==> config.mk <==
export PLATFORM = sky130hd
export DESIGN_NAME = mem_arbiter_flat
export DESIGN_NICKNAME = d
export VERILOG_FILES = /design/src/rtl/mem_arbiter_if.sv /design/src/rtl/mem_arbiter.sv /design/src/flat_wrapper.sv
export SDC_FILE = /design/constraint.sdc
export NUM_CORES = 1
export LEC_CHECK = 0
export ABC_AREA = 1
export CAP_MARGIN = 0
export CORE_MARGIN = 2
export CORE_UTILIZATION = 55
export CTS_CLUSTER_SIZE = 24
export DETAILED_ROUTE_END_ITERATION = 12
export MAX_ROUTING_LAYER = met4
export PLACE_DENSITY = 0.9
export SLEW_MARGIN = 10
export SYNTH_ARGS = -nofsm -noshare
export SYNTH_HDL_FRONTEND = slang
export SYNTH_SLANG_ARGS = --single-unit
==> constraint.sdc <==
create_clock -name clk -period 4.8 [get_ports clk]
set_input_delay 0.96 -clock clk [delete_from_list [all_inputs] [get_ports clk]]
set_output_delay 0.96 -clock clk [all_outputs]
set_load 0.005 [all_outputs]
==> src/rtl/mem_arbiter_if.sv <==
// mem_arbiter_if: IF/MEM request-response handshakes and the byte-wide RAM port.
interface mem_arbiter_if #(parameter int ADDR_WIDTH = 32);
   logic                  inst_req;
   logic [ADDR_WIDTH-1:0] inst_addr;
   logic                  inst_flush;
   logic [31:0]           inst_o;
   logic [ADDR_WIDTH-1:0] inst_pc;
   logic                  inst_done;
   logic                  data_req;
   logic                  data_we;
   logic [1:0]            data_len;
   logic [ADDR_WIDTH-1:0] data_addr;
   logic [31:0]           data_i;
   logic [31:0]           data_o;
   logic                  data_done;
   logic [7:0]            mem_din;
   logic [7:0]            mem_dout;
   logic [ADDR_WIDTH-1:0] mem_a;
   logic                  mem_wr;
   logic                  busy;
   modport slave (
      input  inst_req, inst_addr, inst_flush, data_req, data_we, data_len, data_addr, data_i, mem_din,
      output inst_o, inst_pc, inst_done, data_o, data_done, mem_dout, mem_a, mem_wr, busy
   );
   modport master (
      output inst_req, inst_addr, inst_flush, data_req, data_we, data_len, data_addr, data_i, mem_din,
      input  inst_o, inst_pc, inst_done, data_o, data_done, mem_dout, mem_a, mem_wr, busy
   );
endinterface

==> src/rtl/mem_arbiter.sv <==
// mem_arbiter: shares one byte-wide RAM port between IF refills and MEM loads/stores,
// streaming 1/2/4-byte accesses little-endian with alternating-priority arbitration.
module mem_arbiter #(parameter int ADDR_WIDTH = 32) (
   input logic         clk,
   input logic         rst,
   mem_arbiter_if.slave bus
);
   typedef enum logic [1:0] {IDLE, IF_RD, DATA_RD, DATA_WR} state_t;
   state_t                r_state;
   logic [2:0]            r_cnt;
   logic [2:0]            r_len;
   logic [ADDR_WIDTH-1:0] r_addr;
   logic [31:0]           r_wdata;
   logic [31:0]           r_word;
   logic                  r_last_data;
   logic                  w_if_ok;
   logic                  w_accept;
   logic                  w_grant_data;
   logic                  w_grant_if;
   logic                  w_last;
   logic [2:0]            w_next;
   logic [2:0]            w_dlen;
   logic [31:0]           w_word;
   // The done-pulse terms enforce the one-cycle gap between back-to-back transactions.
   assign w_if_ok      = bus.inst_req & ~bus.inst_flush;
   assign w_accept     = (r_state == IDLE) & ~bus.inst_done & ~bus.data_done;
   assign w_grant_data = w_accept & bus.data_req & (~w_if_ok | ~r_last_data);
   assign w_grant_if   = w_accept & w_if_ok & (~bus.data_req | r_last_data);
   assign w_dlen       = bus.data_len[1] ? 3'd4 : bus.data_len[0] ? 3'd2 : 3'd1;
   assign w_next       = r_cnt + 3'd1;
   assign w_last       = w_next == r_len;
   assign w_word       = r_word | (32'(bus.mem_din) << {r_cnt[1:0], 3'b000});
   always_ff @(posedge clk or negedge rst) begin
      if (!rst) begin
         r_state       <= IDLE;
         r_cnt         <= '0;
         r_len         <= '0;
         r_addr        <= '0;
         r_wdata       <= '0;
         r_word        <= '0;
         r_last_data   <= 1'b0;
         bus.inst_o    <= '0;
         bus.inst_pc   <= '0;
         bus.inst_done <= 1'b0;
         bus.data_o    <= '0;
         bus.data_done <= 1'b0;
         bus.mem_a     <= '0;
         bus.mem_dout  <= '0;
         bus.mem_wr    <= 1'b0;
         bus.busy      <= 1'b0;
      end else begin
         bus.inst_done <= 1'b0;
         bus.data_done <= 1'b0;
         case (r_state)
            IDLE: if (w_grant_data || w_grant_if) begin
               r_state     <= w_grant_if ? IF_RD : bus.data_we ? DATA_WR : DATA_RD;
               r_last_data <= w_grant_data;
               r_len       <= w_grant_if ? 3'd4 : w_dlen;
               r_addr      <= w_grant_if ? bus.inst_addr : bus.data_addr;
               r_wdata     <= bus.data_i;
               r_word      <= '0;
               r_cnt       <= '0;
               bus.mem_a   <= w_grant_if ? bus.inst_addr : bus.data_addr;
               bus.mem_wr  <= w_grant_data & bus.data_we;
               bus.busy    <= 1'b1;
               if (w_grant_data && bus.data_we) bus.mem_dout <= bus.data_i[7:0];
            end
            IF_RD, DATA_RD: begin
               r_word <= w_word;
               r_cnt  <= w_next;
               // An abort beats completion, even on the final byte.
               if (r_state == IF_RD && bus.inst_flush) begin
                  r_state  <= IDLE;
                  r_cnt    <= '0;
                  bus.busy <= 1'b0;
               end else if (w_last) begin
                  r_state  <= IDLE;
                  r_cnt    <= '0;
                  bus.busy <= 1'b0;
                  if (r_state == IF_RD) begin
                     bus.inst_o    <= w_word;
                     bus.inst_pc   <= r_addr;
                     bus.inst_done <= 1'b1;
                  end else begin
                     bus.data_o    <= w_word;
                     bus.data_done <= 1'b1;
                  end
               end else
                  bus.mem_a <= r_addr + ADDR_WIDTH'(w_next);
            end
            DATA_WR: if (w_last) begin
               r_state       <= IDLE;
               r_cnt         <= '0;
               bus.mem_wr    <= 1'b0;
               bus.data_done <= 1'b1;
               bus.busy      <= 1'b0;
            end else begin
               r_cnt        <= w_next;
               bus.mem_a    <= r_addr + ADDR_WIDTH'(w_next);
               bus.mem_dout <= r_wdata[{w_next[1:0], 3'b000} +: 8];
            end
         endcase
      end
   end
endmodule

==> src/flat_wrapper.sv <==
// flat-port wrapper written by rule: the top's interface ports become plain ports
module mem_arbiter_flat 
#(parameter int ADDR_WIDTH = 32)
  (clk, rst, bus_inst_req, bus_inst_addr, bus_inst_flush, bus_data_req, bus_data_we, bus_data_len, bus_data_addr, bus_data_i, bus_mem_din, bus_inst_o, bus_inst_pc, bus_inst_done, bus_data_o, bus_data_done, bus_mem_dout, bus_mem_a, bus_mem_wr, bus_busy);
  mem_arbiter_if #(.ADDR_WIDTH(ADDR_WIDTH)) bus_i ();
  input logic clk;
  input logic rst;
  input wire logic [$bits(bus_i.inst_req)-1:0] bus_inst_req;
  input wire logic [$bits(bus_i.inst_addr)-1:0] bus_inst_addr;
  input wire logic [$bits(bus_i.inst_flush)-1:0] bus_inst_flush;
  input wire logic [$bits(bus_i.data_req)-1:0] bus_data_req;
  input wire logic [$bits(bus_i.data_we)-1:0] bus_data_we;
  input wire logic [$bits(bus_i.data_len)-1:0] bus_data_len;
  input wire logic [$bits(bus_i.data_addr)-1:0] bus_data_addr;
  input wire logic [$bits(bus_i.data_i)-1:0] bus_data_i;
  input wire logic [$bits(bus_i.mem_din)-1:0] bus_mem_din;
  output wire logic [$bits(bus_i.inst_o)-1:0] bus_inst_o;
  output wire logic [$bits(bus_i.inst_pc)-1:0] bus_inst_pc;
  output wire logic [$bits(bus_i.inst_done)-1:0] bus_inst_done;
  output wire logic [$bits(bus_i.data_o)-1:0] bus_data_o;
  output wire logic [$bits(bus_i.data_done)-1:0] bus_data_done;
  output wire logic [$bits(bus_i.mem_dout)-1:0] bus_mem_dout;
  output wire logic [$bits(bus_i.mem_a)-1:0] bus_mem_a;
  output wire logic [$bits(bus_i.mem_wr)-1:0] bus_mem_wr;
  output wire logic [$bits(bus_i.busy)-1:0] bus_busy;
  assign bus_i.inst_req = bus_inst_req;
  assign bus_i.inst_addr = bus_inst_addr;
  assign bus_i.inst_flush = bus_inst_flush;
  assign bus_i.data_req = bus_data_req;
  assign bus_i.data_we = bus_data_we;
  assign bus_i.data_len = bus_data_len;
  assign bus_i.data_addr = bus_data_addr;
  assign bus_i.data_i = bus_data_i;
  assign bus_i.mem_din = bus_mem_din;
  assign bus_inst_o = bus_i.inst_o;
  assign bus_inst_pc = bus_i.inst_pc;
  assign bus_inst_done = bus_i.inst_done;
  assign bus_data_o = bus_i.data_o;
  assign bus_data_done = bus_i.data_done;
  assign bus_mem_dout = bus_i.mem_dout;
  assign bus_mem_a = bus_i.mem_a;
  assign bus_mem_wr = bus_i.mem_wr;
  assign bus_busy = bus_i.busy;
  mem_arbiter #(.ADDR_WIDTH(ADDR_WIDTH)) u_core (.clk(clk), .rst(rst), .bus(bus_i));
endmodule
==> results.md <==
* Status: completed
* Drt total wl at around 35,000 um
* Total power at 0.0101 W
* Kind of end point of the critical path: register
* IO Count at 252
* Drc violations at 0
* Routed Antenna Nets at 0
* Worst r2r src: u_core.r_cnt[1]$_DFFE_PN0P_
* TritonRoute pass-1 iters at 6
* Synth Area per Inst at 7.76 um2
* Slowest cell on crit path: ha_1
* Final Wtd Congestion at 0.957
* Commonest non-fill, non-tap cell in the layout: nand2_1
* Fin cells at 2,015
* Post-CTS setup buffer count at 0
* Grt total ovfl at 0
* Synth Flop Type: dfrtp_1
* LEAKAGE at 7.24 nW
* # port buffers at 251
* # Max-Cap Violations at 0
* Antenna violations before repair at 0
* Hold_ws at approximately 0.48 ns
* Hold Crit Class: reg -> reg
* R2r endpoint: u_core.bus.inst_o[4]$_DFFE_PN0P_
* Clock root buffer: clkbuf_16
* Critical path class: reg -> reg
* Startpoint types: register
* Via Count at 11,300
* Peak Freq at 277 MHz
* DP Wirelength at 24,800 um
* Die X at ~150 um
* Setup crit end: u_core.bus.inst_o[4]$_DFFE_PN0P_
* Clk buf depth at 3
* CP Cell Sequence: ha_1, inv_2, nand2_1, nand2_1, nor2_1, nand2_1, inv_1, nand3_4, buf_4, o21ai_0
* CTS Hold Bufs at 0
* Most numerous cell on the critical path: nand2_1
* CTS tree: done
* Die area at ~0.022 mm2
* Yosys cell types at 30
* Worst-path clk slew at 0.06 ns
* Diode count at 0
* Number of enable flip-flop cells after synthesis at 0
* Crit path from: u_core.r_cnt[1]$_DFFE_PN0P_
* Setup TNS at 0 ns
* Worst slew margin at about a quarter
* First-pass GRT wire length at 56,300 um
* R2R setup slack at 1.19 ns
* DR iter-0 viols at 1,205
* Max VDD drop at between 0.0003 and 0.0004 V
* Gates resized, CTS repair at 0
* Clk_lat worst skew at between 0.5 and 0.6 ns
* Critical path depth at 10
* Minimum clock period at 3.61 ns
* Core area at 0.0209 mm2
* Htree depth at 1
* Crit Path Max Fanout at 53
* Initial core utilization at 55.7%
* Multi-input logic area at 0.00479 mm2
* Row count at 53
* Ys async rst share at 100%
* Total placed cells including tap cells at 1,970
* Worst Path Arrival at 4.03 ns
* Top Family by Delay on Critical Path: simple AND/OR/NAND/NOR gates
* Unrepaired setup endpoints after global routing: no
* Final net count at 1,844
* P per Cell Area at about 660 mW/mm2
* Sink Count at 245
* Register bit count reported by yosys at 245
* Area Overhead vs Synth at 30.9%
* Largest net degree at the start of global routing at around 120
* Tcrit/Tclk final at about three quarters
* Final Max Tran Viols at 0
* Final setup viols at 0
* R2R depth at 10
* Register area at 0.00613 mm2
* Synthesis Warnings at 0
* Vias in the first global route at 11,100
* Layout Skew at 0.00851 ns
* Critical path's largest stage delay at 0.76 ns
* Mapped cell area at 0.0116 mm2
* Cells after synthesis at ~1,500
* Final hold violation count at 0
* Vias per inst at 5.58
* Clock buffer count from CTS at 25
* Worst Tran Pin Value at 1.10 ns
* Most frequent cells in the layout: 584 x nand2_1, 250 x clkdlybuf4s50_1, 245 x dfrtp_1
* DIE HEIGHT at approximately 150 um
* Critical path buffers and inverters at 3
* PnR worst setup slack at between 1 and 1.5 ns
* Post-DR wirelength/cell at 17.3 um
* Share of post-route cells with drive strength above 1 at 4.83%
* Critical path required time at 5.22 ns
* Place WS at 1.02 ns
* GRT Util Overall at 32.3%
* Syn Nets at approximately 1,600
* Fill cell count at 1,572
* Seq/Total Area, Yosys at between 50 and 60%
==> flip-flops by register name (all words and copies together), names as in the netlist, 2 cells and up <==
name / cells
u_core.bus.data_o: 32
u_core.bus.inst_o: 32
u_core.bus.inst_pc: 32
u_core.bus.mem_a: 32
u_core.r_addr: 32
u_core.r_wdata: 32
u_core.r_word: 32
u_core.bus.mem_dout: 8
u_core.r_cnt: 3
u_core.r_len: 3
u_core.r_state: 2
==> worst register-to-register path, stage by stage, from the launching register on <==
cell	delay, ns
dfrtp_1	0.65
ha_1	0.77
inv_2	0.23
nand2_1	0.10
nand2_1	0.05
nor2_1	0.15
nand2_1	0.13
inv_1	0.18
nand3_4	0.50
buf_4	0.48
o21ai_0	0.27
==> metal layers <==
metal,global-route usage (%),vias up,share of wire [%]
li1,-,5261,-
met1,40.7,5365,39
met2,53.6,540,50
met3,4.97,87,8.2
met4,11.4,0,3.6
met5,-,-,0
==> cells by family after synthesis <==
kind of cell	count (synthesis)	synth area share, %
flops	245	52.6
buf+inv	184	6.27
fa+ha+maj	10	1.14
simple gates	813	28.3
compound gates	248	11.6
==> worst min path at each step <==
stage	cells past startpoint	to	slack [ns]	from
after global routing	2	u_core.r_wdata[20]$_DFFE_PN0P_	0.50	u_core.r_wdata[20]$_DFFE_PN0P_
after floorplan	2	u_core.r_wdata[10]$_DFFE_PN0P_	0.44	u_core.r_wdata[10]$_DFFE_PN0P_
after CTS	2	u_core.r_wdata[20]$_DFFE_PN0P_	0.48	u_core.r_wdata[20]$_DFFE_PN0P_
after global placement	2	u_core.r_wdata[21]$_DFFE_PN0P_	0.46	u_core.r_wdata[21]$_DFFE_PN0P_
after detailed placement	2	u_core.r_wdata[20]$_DFFE_PN0P_	0.46	u_core.r_wdata[20]$_DFFE_PN0P_
final	2	u_core.r_wdata[20]$_DFFE_PN0P_	0.48	u_core.r_wdata[20]$_DFFE_PN0P_
==> metrics by stage <==
step	instance area, um2	utilization, %
6_report	15200	73.0
5_1_grt	15200	73.0
4_1_cts	15200	73.0
3_5_place_dp	14300	68.6
3_3_place_gp	14300	68.6
2_1_floorplan	11600	-
==> synthesized netlist by cell type, types with 9 or more instances <==
master / n / area share, %
o21bai_1: 17 / 1.1
inv_1: 105 / 3.4
o21ai_1: 12 / 0.52
buf_2: 20 / 0.86
nand2_1: 584 / 19
nor2_1: 95 / 3.1
nand3_1: 113 / 4.9
dfrtp_1: 245 / 53
nand4_1: 12 / 0.64
o21ai_0: 157 / 6.7
a21oi_1: 34 / 1.5
clkbuf_1: 45 / 1.5
ha_1: 9 / 0.97
a31oi_1: 13 / 0.70
==> area by class of cell <==
class,count,share of cell area (%)
Clock buffer,26,4.13
Clock inverter,19,1.90
Inverter,112,2.76
Multi-Input combinational cell,1071,31.4
Sequential cell,245,40.2
Tap cell,275,2.26
Timing Repair Buffer,267,17.3
==> power breakdown <==
group | switching (W) | internal [W] | total (W)
clock | 0.000849 | 0.00134 | 0.00219
combinational | 0.00253 | 0.00183 | 0.00437
sequential | 0.000639 | 0.00293 | 0.00357
Power figures use the tool's default switching activity.
